File: config.mk
export PLATFORM = sky130hd
export DESIGN_NAME = regfile
export DESIGN_NICKNAME = d
export VERILOG_FILES = /design/src/rtl/regfile.sv
export SDC_FILE = /design/constraint.sdc
export NUM_CORES = 2
export LEC_CHECK = 0
export BUFFER_PORTS_ARGS = -buffer_cell sky130_fd_sc_hd__buf_4
export CORE_UTILIZATION = 50
export CTS_CLUSTER_DIAMETER = 200
export DETAILED_ROUTE_END_ITERATION = 10
export PLACE_DENSITY = 0.63
export SLEW_MARGIN = 10
export SYNTH_ARGS = -nofsm -noshare
export SYNTH_HDL_FRONTEND = slang
export SYNTH_SLANG_ARGS = --single-unit
File: constraint.sdc
create_clock -name clk -period 4.88 [get_ports clk]
set_input_delay 0.732 -clock clk [delete_from_list [all_inputs] [get_ports clk]]
set_output_delay 0.732 -clock clk [all_outputs]
set_load 0.05 [all_outputs]
File: src/rtl/regfile.sv
// Register file with 2**ADDR_W x DATA_W entries, two combinational read ports and one write port.
// Entry 0 always reads as zero. Define REGFILE_BYPASS_EN to forward same-cycle write data to the read ports.
module regfile #(
    parameter int DATA_W = 32,
    parameter int ADDR_W = 5
) (
    input  logic              clk,
    input  logic              rst,
    input  logic              we,
    input  logic [ADDR_W-1:0] ra1,
    input  logic [ADDR_W-1:0] ra2,
    input  logic [ADDR_W-1:0] wa,
    input  logic [DATA_W-1:0] wd,
    output logic [DATA_W-1:0] rd1,
    output logic [DATA_W-1:0] rd2
);

    localparam int NREGS = 2 ** ADDR_W;

    logic [DATA_W-1:0] mem [NREGS];
    logic              wr_ok;

    assign wr_ok = we && (wa != '0);

    // Reset wins over a simultaneous write; x0 is only ever written with zero.
    always_ff @(posedge clk) begin
        if (rst) begin
            for (int i = 0; i < NREGS; i++) begin
                mem[i] <= '0;
            end
        end else if (wr_ok) begin
            mem[wa] <= wd;
        end
    end

    logic [DATA_W-1:0] stored1;
    logic [DATA_W-1:0] stored2;

    assign stored1 = (ra1 == '0) ? '0 : mem[ra1];
    assign stored2 = (ra2 == '0) ? '0 : mem[ra2];

`ifdef REGFILE_BYPASS_EN
    logic fwd1;
    logic fwd2;

    // Forwarding is blocked during reset, since that write will be lost.
    assign fwd1 = wr_ok && !rst && (ra1 == wa);
    assign fwd2 = wr_ok && !rst && (ra2 == wa);

    assign rd1 = fwd1 ? wd : stored1;
    assign rd2 = fwd2 ? wd : stored2;
`else
    assign rd1 = stored1;
    assign rd2 = stored2;
`endif

endmodule

Word level (Yosys, flattened, before mapping). Memory sizes are Yosys's and may differ from the RTL's. Cells that the tools add are included.

Flip-flop bits (word level): 0. RAM bits: 1024. Input port bits: 50. Output and inout bits: 64. Logic and storage cells: 16. Memories: 1.

Muxes and demuxes: 10. Reduce and logical (&&, ||, !) cells: 5.

Memory list: mem (words 32, bits a word 32, read ports 2, clocked after memory_dff 0, wr ports 32, line 20) `logic [DATA_W-1:0] mem [NREGS];`.

Operators with widths (count): $mux 32 (3); $reduce_or 32->1 (1); $logic_not 5->1 (2); $mux 1 (6); $mux 5 (1); $reduce_bool 5->1 (1); $logic_and 1x1->1 (1).

Logic depth before layout (Yosys ltp).
Word-level depth: 7. Depth in mapped cells: 9. Gate-level depth less buffers: 4.

Worst setup path after synthesis. Ideal clock, no wire load.

Path kind: input to output. Start point: input ra2[0]. End point: output rd2[30]. Arrival: 4.064 ns. Data required time: 4.148 ns. Path slack: 0.084 ns. Stages on the path: 6. Path through: clkbuf_1 buf_6 buf_4 mux4_2 mux2i_1 a2111oi_0.

Longest elaborated chain between the ends: 2. Elaborated cells on any way between the ends: 3.

RTL lines: start, declared (line 11) `input logic [ADDR_W-1:0] ra2,`; $mem_v2 32x32 / $logic_not 5->1 (equally long branches); $mux 32 * (line 40) `assign stored2 = (ra2 == '0) ? '0 : mem[ra2];`; end, declared (line 15) `output logic [DATA_W-1:0] rd2`.

Mark *: on every way between the ends. The rest lies on a longest branch, timed or not.

Worst setup path in the final report.
Start point: input ra2[0]. End point: output rd2[17].

The elaborated chain is that of the path after synthesis.

==> flow_summary.ini <==
[floorplan]
die-area_um2 = 109800
die_w_um = 331.3
start_util_pct = 50.52
die_h_um = 331.3
rows = 120
io-pin-count = 114
core_um2 = 107400

[placed_design]
post_dp_cell_area_um2 = 57110
portBuffers = 113
dp.cells = 4842
hpwlAfterDp_um = 110700
globalplace.congestion = 0.9186

[global_routing]
grt_pass1_vias = 35270
grt_util_all_layers_pct = 33.10
grt_max_degree = 57
antenna_found_initial = 16
gr-total-overflow = 0
grt_pass1_wl_um = 256600

[finish]
finish.utilization_pct = 56.52
regMostFlops = mem
nNetsFinal = 3600
area_growth_pct = 11.89
finalNonFillerCells = 5047
drive_gt1_share_pct = 28.19
fin_area_um2 = 60680
largest_reg_flops = 1024
reg_top3 = mem: 1024 flops

[worst_hold_path]
min_to = mem[30][14]$_SDFFCE_PN0P_
min_delay_path_depth = 2
min-delay-start = wd[14]
min_path_type = in -> reg

[cts]
cts_made_buffers = 109
htreeDepth = 3
cts-root-buf = clkbuf_16
cts_tree = yes
clockBufferDepth = 3
clock_sinks = 1024
clkTransAtPathRegs_ps = 60

[sta]
period_share_pct = 96.15
finalSetupTns_ps = 0
min_period_ps = 4692
relSlewSlack_pct = 12.79
final_max_slew_viol_count = 0
hold_viol_final = 0
rsz0062_at_grt = false
max_freq_ghz = 0.2131
setup_violations = 0
worst_slew_pin_slew_ps = 1305

[yosys]
synth-edff-count = 1024
async_flop_share_pct = 0
netlist_instances = 3502
yosysSeqAreaShare_pct = 56.70
synth_warnings = 0
ys_ff_latch = 1024
yosysUniqueCellTypes = 42
syn_area_per_cell_um2 = 15.49
synth_ff_type = edfxtp_1
syn-cell-area_um2 = 54230

[detailed_routing]
drt-met1-wl_um = 64850
wl_met3_um = 19150
vias = 34110
postRouteAntennaNets = 0
top_layer = met5
routed-wl-met2_um = 87090
drtPass1Iterations = 6
route.detailed.drc = 0
viasPerCell = 6.759
drtIter0Drc = 4603
wirelength_um = 181900
wl_per_cell_um = 36.05

[power]
power_density_nw_per_um2 = 358.5
p_total_mw = 21.76
irDropWorstVdd_mv = 0.3053
cellLeakagePower_nw = 21.01

[status]
outcome = completed

[setup_path]
cp_data_arrival_time_ps = 3960
worstSetupEndpointType = primary output
critPathMaxFanout = 21
critPathLaunchType = input pin
path_class = in -> out
critical_path_required_ps = 4150

[flow_run]
cap_violations = 0
==> Yosys cell counts (12+ instances only) <==
master / instances / share of area [%]
and2_1: 995 / 11
a22o_1: 51 / 0.82
buf_6: 22 / 0.46
mux2_2: 30 / 0.62
buf_1: 18 / 0.12
a2111oi_0: 14 / 0.23
o22ai_1: 103 / 1.2
nor2b_1: 14 / 0.16
nor2_1: 36 / 0.25
a21oi_1: 12 / 0.11
or2_2: 33 / 0.38
nor3_1: 54 / 0.50
a2111oi_1: 41 / 0.76
clkbuf_1: 272 / 1.9
a22oi_1: 16 / 0.22
mux4_2: 472 / 20
buf_4: 31 / 0.43
mux2i_1: 150 / 2.8
buf_2: 44 / 0.41
edfxtp_1: 1024 / 57
==> how the worst max path moves through the flow <==
stage	from	end	slack, ps
final	ra2[0]	rd2[17]	190
after global routing	ra2[0]	rd2[15]	220
after CTS	ra2[0]	rd2[15]	370
after detailed placement	ra2[0]	rd2[15]	-50
after global placement	ra2[0]	rd2[15]	-60
after floorplan	ra2[0]	rd2[30]	80
==> cells in the final DEF (no fill, tap or decap), types with 4 or more instances in the layout <==
| master | netlist | layout |
|---|---|---|
| clkbuf_16 | 0 | 112 |
| a211oi_1 | 7 | 7 |
| diode_2 | 0 | 4 |
| nand2_1 | 7 | 7 |
| nor2_4 | 0 | 11 |
| edfxtp_1 | 1024 | 1024 |
| or2_2 | 33 | 33 |
| nor2_1 | 36 | 4 |
| a22oi_1 | 16 | 16 |
| buf_12 | 0 | 32 |
| a221oi_1 | 4 | 4 |
| nand2b_1 | 5 | 5 |
| a2111oi_0 | 14 | 14 |
| a22o_1 | 51 | 51 |
| a32o_1 | 4 | 4 |
| nor2b_1 | 14 | 12 |
| buf_4 | 31 | 256 |
| o22ai_1 | 103 | 103 |
| nand3b_1 | 5 | 5 |
| o21ai_0 | 4 | 4 |
| clkinv_2 | 0 | 20 |
| mux2i_1 | 150 | 150 |
| nor2_2 | 0 | 21 |
| clkbuf_1 | 272 | 23 |
| or3b_2 | 4 | 4 |
| nand3_1 | 5 | 5 |
| and2_1 | 995 | 994 |
| a21oi_1 | 12 | 12 |
| clkinv_1 | 0 | 24 |
| nor4_1 | 6 | 5 |
| a2111oi_1 | 41 | 40 |
| nor3_1 | 54 | 54 |
| bufinv_16 | 0 | 13 |
| mux4_2 | 472 | 472 |
| conb_1 | 1 | 32 |
| mux2_2 | 30 | 30 |
==> critical path: stages <==
cell       delay (ps)
buf_8             250
buf_12            270
buf_12            240
mux4_2            520
a22o_1            250
a2111oi_1        1080
nor3_1            130
buf_4             230
buf_4             190
==> repair_timing <==
item,CTS,global route
setup buffers,0,0
gates resized for setup,1,0
hold buffers,0,0
endpoints found under the setup margin,1,0
==> report_power, final <==
part | internal, mW | leakage, nW | total [mW] | switching [mW]
Combinational | 1.16 | 9.53 | 2.92 | 1.76
Sequential | 10.2 | 9.75 | 10.4 | 0.259
Clock | 4.87 | 1.74 | 8.42 | 3.55
Total | 16.2 | 21.0 | 21.8 | 5.57
==> routing by layer <==
metal | up-vias | GRT usage, %
met5 | - | 0
met4 | 20 | 17.81
met3 | 504 | 7.489
met2 | 2252 | 53.58
met1 | 17680 | 41.66
li1 | 13650 | -
==> cell type report <==
cell class	count	area, µm²
clock inverter	66	664.4
tap	1403	1755
clock buffer	135	2889
fill	8232	46670
antenna	4	10.01
sequential	1024	30750
inverter	2	7.507
multi-input combinational	2120	21970
timing repair buffer	293	2630
==> cell families (layout without fill, tap and decap cells) <==
| logic type | after synthesis | in the layout | share of synthesized area [%] |
|---|---|---|---|
| flip-flops | 1024 | 1024 | 56.70 |
| AND/OR/NAND/NOR | 1177 | 1177 | 13.34 |
| AO/OA/AOI/OAI | 259 | 259 | 3.652 |
| multiplexers | 652 | 652 | 22.99 |
| other | 1 | 36 | 0.006915 |
| buffers and inverters | 389 | 496 | 3.313 |
==> per-stage QoR <==
stage	hold WS [ps]	setup slack, ps
floorplan	930.2	84.43
global placement	1246	-63.05
detailed placement	1258	-51.55
CTS	519.4	372.7
global route	550.8	224.2
finish	570.4	188.1
No activity file was read; power rests on OpenSTA's default activity.
